## src/rtl/cheri_pkg.sv

```systemverilog
// rtl/cheri_pkg.sv - shared TSMAP geometry and writer state encoding
package cheri_pkg;

   localparam int unsigned TSMAP_GRAN_LOG2 = 3;
   localparam int unsigned TSMAP_WORD_LOG2 = 5;

   typedef enum logic [1:0] {
      TSW_IDLE,
      TSW_CHECK,
      TSW_WRITE,
      TSW_DONE
   } tsmap_wr_state_e;

endpackage

```

## src/rtl/cheri_tsmap_mask_gen.sv

```systemverilog
// rtl/cheri_tsmap_mask_gen.sv - contiguous bit mask covering [lo..hi] of one map word
module cheri_tsmap_mask_gen
   import cheri_pkg::*;
(
   input  logic [TSMAP_WORD_LOG2-1:0]      lo,
   input  logic [TSMAP_WORD_LOG2-1:0]      hi,
   output logic [(1<<TSMAP_WORD_LOG2)-1:0] mask
);

   always_comb begin
      mask = '0;
      for (int i = 0; i < (1 << TSMAP_WORD_LOG2); i++) begin
         mask[i] = (TSMAP_WORD_LOG2'(i) >= lo) && (TSMAP_WORD_LOG2'(i) <= hi);
      end
   end

endmodule

```

## src/rtl/cheri_tsmap_writer.sv

```systemverilog
// rtl/cheri_tsmap_writer.sv - range set/clear engine issuing masked TSMAP word writes
module cheri_tsmap_writer
   import cheri_pkg::*;
#(
   parameter logic [31:0] HeapBase  = 32'h8000_0000,
   parameter int unsigned TSMapSize = 1024
) (
   input  logic        clk_i,
   input  logic        rst_ni,
   input  logic        req_valid_i,
   output logic        req_ready_o,
   input  logic [31:0] req_start_i,
   input  logic [31:0] req_end_i,
   input  logic        req_set_i,
   output logic        busy_o,
   output logic        done_o,
   output logic        err_o,
   output logic        tsmap_cs_o,
   output logic        tsmap_we_o,
   output logic [15:0] tsmap_addr_o,
   output logic [31:0] tsmap_wdata_o,
   output logic [31:0] tsmap_bwe_o,
   input  logic        tsmap_gnt_i
);

   localparam int unsigned WordShift = TSMAP_GRAN_LOG2 + TSMAP_WORD_LOG2;

   tsmap_wr_state_e state_q;
   logic [31:0]     start_q, end_q;
   logic            set_q;
   logic [31:0]     cur_word_q, last_word_q;
   logic [4:0]      last_bit_q;

   logic [31:0] off_s, off_e, gran_e, last_idx;
   logic [31:0] first_word_c, last_word_c, next_word_c;
   logic [4:0]  first_bit_c, last_bit_c;
   logic        range_err_c;
   logic [4:0]  mask_lo, mask_hi;
   logic [31:0] mask;

   // Offsets are taken relative to the heap base, so alignment is checked on them too.
   always_comb begin
      off_s        = start_q - HeapBase;
      off_e        = end_q - HeapBase;
      gran_e       = off_e >> TSMAP_GRAN_LOG2;
      last_idx     = gran_e - 32'd1;
      first_word_c = off_s >> WordShift;
      first_bit_c  = off_s[WordShift-1:TSMAP_GRAN_LOG2];
      last_word_c  = last_idx >> TSMAP_WORD_LOG2;
      last_bit_c   = last_idx[TSMAP_WORD_LOG2-1:0];
      next_word_c  = cur_word_q + 32'd1;
      range_err_c  = (start_q < HeapBase)
                  || (off_s[TSMAP_GRAN_LOG2-1:0] != '0)
                  || (off_e[TSMAP_GRAN_LOG2-1:0] != '0)
                  || (end_q <= start_q)
                  || (last_word_c >= TSMapSize);
   end

   // The mask is prepared one step ahead: for the first word in CHECK, for the next word in WRITE.
   always_comb begin
      mask_lo = '0;
      mask_hi = '1;
      if (state_q == TSW_CHECK) begin
         mask_lo = first_bit_c;
         mask_hi = (first_word_c == last_word_c) ? last_bit_c : 5'd31;
      end else begin
         mask_hi = (next_word_c == last_word_q) ? last_bit_q : 5'd31;
      end
   end

   cheri_tsmap_mask_gen u_mask_gen (
      .lo   (mask_lo),
      .hi   (mask_hi),
      .mask (mask)
   );

   always_ff @(posedge clk_i) begin
      if (!rst_ni) begin
         state_q       <= TSW_IDLE;
         start_q       <= '0;
         end_q         <= '0;
         set_q         <= 1'b0;
         cur_word_q    <= '0;
         last_word_q   <= '0;
         last_bit_q    <= '0;
         done_o        <= 1'b0;
         err_o         <= 1'b0;
         tsmap_cs_o    <= 1'b0;
         tsmap_we_o    <= 1'b0;
         tsmap_addr_o  <= '0;
         tsmap_wdata_o <= '0;
         tsmap_bwe_o   <= '0;
      end else begin
         case (state_q)
            TSW_IDLE: begin
               if (req_valid_i) begin
                  start_q <= req_start_i;
                  end_q   <= req_end_i;
                  set_q   <= req_set_i;
                  state_q <= TSW_CHECK;
               end
            end
            TSW_CHECK: begin
               if (range_err_c) begin
                  done_o  <= 1'b1;
                  err_o   <= 1'b1;
                  state_q <= TSW_DONE;
               end else begin
                  cur_word_q    <= first_word_c;
                  last_word_q   <= last_word_c;
                  last_bit_q    <= last_bit_c;
                  tsmap_cs_o    <= 1'b1;
                  tsmap_we_o    <= 1'b1;
                  tsmap_addr_o  <= first_word_c[15:0];
                  tsmap_wdata_o <= {32{set_q}};
                  tsmap_bwe_o   <= mask;
                  state_q       <= TSW_WRITE;
               end
            end
            TSW_WRITE: begin
               // Without a grant every map output simply holds.
               if (tsmap_gnt_i) begin
                  if (cur_word_q == last_word_q) begin
                     tsmap_cs_o    <= 1'b0;
                     tsmap_we_o    <= 1'b0;
                     tsmap_addr_o  <= '0;
                     tsmap_wdata_o <= '0;
                     tsmap_bwe_o   <= '0;
                     done_o        <= 1'b1;
                     err_o         <= 1'b0;
                     state_q       <= TSW_DONE;
                  end else begin
                     cur_word_q   <= next_word_c;
                     tsmap_addr_o <= next_word_c[15:0];
                     tsmap_bwe_o  <= mask;
                  end
               end
            end
            TSW_DONE: begin
               done_o  <= 1'b0;
               err_o   <= 1'b0;
               state_q <= TSW_IDLE;
            end
            default: state_q <= TSW_IDLE;
         endcase
      end
   end

   assign req_ready_o = (state_q == TSW_IDLE);
   assign busy_o      = (state_q != TSW_IDLE);

endmodule

```

## config.mk

```make
export PLATFORM = sky130hd
export DESIGN_NAME = cheri_tsmap_writer
export DESIGN_NICKNAME = d
export VERILOG_FILES = /design/src/rtl/cheri_pkg.sv /design/src/rtl/cheri_tsmap_mask_gen.sv /design/src/rtl/cheri_tsmap_writer.sv
export SDC_FILE = /design/constraint.sdc
export NUM_CORES = 1
export LEC_CHECK = 0
export BUFFER_PORTS_ARGS = -buffer_cell sky130_fd_sc_hd__buf_2
export CORE_UTILIZATION = 53
export DETAILED_ROUTE_END_ITERATION = 10
export PLACE_DENSITY = 0.77
export SYNTH_ARGS = -nofsm -noshare
export SYNTH_HDL_FRONTEND = slang
export SYNTH_SLANG_ARGS = --single-unit
```

## constraint.sdc

```tcl
create_clock -name clk_i -period 4.1 [get_ports clk_i]
set_input_delay 0.41 -clock clk_i [delete_from_list [all_inputs] [get_ports clk_i]]
set_output_delay 0.41 -clock clk_i [all_outputs]
set_load 0.05 [all_outputs]
```

==> summary.txt <==
Power and ir drop
  • Pint: 0.00474 W
  • Clk pwr share: 0.186
  • Net Sw Frac: 0.489
  • Cell Pwr Density: 706 mW/mm^2
  • Combinational power share: 0.549
  • LEAKAGE: 5.50 nW
  • VDD IR max: 0.000453 V
  • Net Sw Power: 0.00454 W
  • Sequential share of power: 0.266

STA
  • Relative slew slack: 0.367
  • Clock period minus worst slack: 3.99 ns
  • Fin Clk Skew: 0.0163 ns
  • WHS: 0.201 ns
  • F_max: 251 MHz
  • Slew @ Worst Pin: 0.949 ns
  • Final period util: 0.972
  • Final setup violating endpoints: 0
  • Max-slew violations: 0
  • Final count of hold timing violations: 0

Critical path
  • Last element of the critical path: tsmap_bwe_o[2]
  • CP Class: register to register
  • Worst Setup SP: end_q[3]
  • RR Endpoint: tsmap_bwe_o[2]
  • CP Launch Type: register
  • Worst endpoint data arrival time: 4.32 ns
  • Reg2Reg Setup Slack: 0.11 ns
  • R2r startpoint: end_q[3]
  • Crit path required time: 4.43 ns
  • Setup crit end kind: register
  • Max FO, Critical Path: 12
  • Reg2reg path depth: 14

Drt
  • Iter 0 DRT Violations: 1,419
  • Initial DRT Pass Iterations: 6
  • Drt total wl: 36,600 um
  • Routed Antenna Nets: 0
  • Vias: 11,600
  • DR vias/cell: 6.04
  • Drt wl/cell: 19.1 um
  • Drt drc: 0

GRT
  • Met2 usage: 0.524
  • Met1 Use GR: 0.472
  • GR Util met3: 0.0522
  • Initial antenna violation count: 0
  • GR Overflow Total: 0
  • Gr usage total: 0.338
  • Grt peak-use layer: met2
  • Largest net degree at the start of global routing: 85
  • Vias in the first global route: 10,500
  • First-pass GRT wire length: 57,500 um

Final layout
  • Share of cells above drive strength 1: 0.209
  • Final core utilization: 0.642
  • Final #Nets: 1,740
  • Number of diodes: 0
  • Area growth from synthesis to final layout: 17.2%
  • Non-Filler Instances: 1,915

Yosys
  • Top-area cell type share of the netlist area: 0.323
  • Synth area leaders: dfxtp_1, nand2_1, a21oi_1
  • Register bit total from synthesis: 181
  • Syn Nets: 1,594
  • Async S/R FF share, synth: 0
  • Most frequent cell after synthesis: nand2_1
  • Sequential share of the synthesized area: 0.323
  • Mean Syn Cell Area: 7.56 sq um
  • Post-Syn Instances: 1,486
  • Count of cell types in the netlist: 87
  • Main flop type after synthesis: dfxtp_1
  • Most common library cells after synthesis: nand2_1, dfxtp_1, a21oi_1
  • Post-Syn Area: 0.0112 sq mm
  • Number of synthesized flops with an enable pin: 0
  • Synth warnings: 0
  • Synth area leader: dfxtp_1

Placed design
  • Dpl hpwl: 27,200 um
  • Post-Place Cells: 1,874
  • RD Place Congestion: 1.00
  • Port bufs: 154

Run
  • Max_cap viols: 0

Clock network
  • Clock slew at reported path FFs: 0.08 ns
  • CTS Sinks: 181
  • Max H-tree Level: 4
  • Clock Latency Late Sink: 0.44 ns
  • Num CTS Buffers: 17
  • Root Driver: clkbuf_16
  • CTS tree: yes
  • Maximum root-to-sink buffer count: 2

Run status
  • Outcome: finished clean

Floorplan
  • Die Y: 148 um
  • Initial Utilization: 0.548
  • Ports: 155
  • DIE AREA: 0.0218 sq mm
  • Core ar.: 0.0205 sq mm
  • DIE WIDTH: 148 um
  • Rows: 52

Worst hold path
  • HP Class: primary input to register
==> placed cells by master (no fill, tap or decap), types with 11 or more instances in the layout <==
cell	count
clkbuf_16	17
xor2_1	38
dfxtp_1	177
nor3_1	37
xnor2_1	56
nand2_1	248
o211ai_1	14
nand4_1	38
ha_1	38
nor2_1	98
and3_1	20
a21oi_1	148
nand3_1	38
o21ai_0	74
buf_2	155
or4_1	11
inv_1	54
or3_1	14
a21o_1	11
a211oi_1	17
nor4_1	22
buf_4	101
==> metal layers <==
layer,vias to the layer above,share of wire
met5,-,0
met4,0,0.031
met3,68,0.086
met2,586,0.44
met1,5395,0.45
li1,5525,-
==> cells by family after synthesis <==
family,Yosys count,synth area share
mux,5,0.00446
buf+inv,189,0.0773
compound gates,365,0.206
xor+xnor,96,0.0761
fa+ha+maj,39,0.0435
simple gates,611,0.270
flops,181,0.323
==> power groups by stage <==
stage / logic [W] / clock network [W] / registers, W
6_report: 0.00509 / 0.00173 / 0.00247
2_1_floorplan: 0.00295 / 0 / 0.00307
5_1_grt: 0.00548 / 0.00181 / 0.00251
3_5_place_dp: 0.00493 / 0 / 0.00249
3_3_place_gp: 0.00489 / 0 / 0.00248
4_1_cts: 0.00496 / 0.00174 / 0.00245
==> worst max-delay path, cell delays in order, from the launching register on <==
cell	delay [ns]
dfxtp_2	0.35
or4_4	0.54
buf_4	0.18
nor4_4	0.32
nand2_2	0.09
or3b_1	0.38
o32a_1	0.18
or4_4	0.53
nor4b_4	0.37
buf_6	0.18
o2bb2ai_2	0.13
buf_6	0.18
buf_4	0.13
nand3_1	0.06
a32o_1	0.26
==> registers in the layout (all words and copies together) (netlist names) <==
| name | cells |
|---|---|
| tsmap_wdata_o | 1 |
| start_q | 32 |
| tsmap_we_o | 1 |
| last_word_q | 25 |
| last_bit_q | 5 |
| tsmap_addr_o | 16 |
| done_o | 1 |
| set_q | 1 |
| state_q | 2 |
| err_o | 1 |
| tsmap_bwe_o | 32 |
| end_q | 32 |
| cur_word_q | 32 |
==> area by class of cell <==
type | count | area [sq um]
clock inverter | 14 | 181
fill | 1870 | 7340
inverter | 58 | 220
timing repair buffer | 258 | 1560
tap | 270 | 338
sequential | 181 | 3630
multi-input combinational | 1116 | 6800
clock buffer | 18 | 429
==> per-stage QoR <==
stage / TNS [ns] / power [W] / area (sq um) / setup WS (ns)
2_1_floorplan: 0 / 0.00602 / 11200 / 0.201
3_3_place_gp: 0 / 0.00738 / 12400 / 0.0608
5_1_grt: -0.00992 / 0.00980 / 13200 / -0.00992
3_5_place_dp: 0 / 0.00742 / 12400 / 0.0494
6_report: 0 / 0.00928 / 13200 / 0.114
4_1_cts: 0 / 0.00915 / 13000 / 0.0380
==> worst min-delay path by stage <==
stage / slack [ns] / start / endpoint / depth (start not counted)
after global routing: 0.20 / req_start_i[5] / start_q[5] / 3
after floorplan: 0.44 / set_q / set_q / 2
after global placement: 0.44 / tsmap_bwe_o[29] / tsmap_bwe_o[29] / 2
after CTS: 0.20 / req_start_i[5] / start_q[5] / 3
final: 0.20 / req_start_i[5] / start_q[5] / 3
after detailed placement: 0.43 / tsmap_bwe_o[6] / tsmap_bwe_o[6] / 2
==> timing repair <==
item,4_1_cts,5_1_grt
endpoints found under the hold margin,0,0
setup buffers,0,8
endpoints found under the setup margin,0,52
hold buffers,0,0
gates resized for setup,0,18
Power figures use the tool's default switching activity.
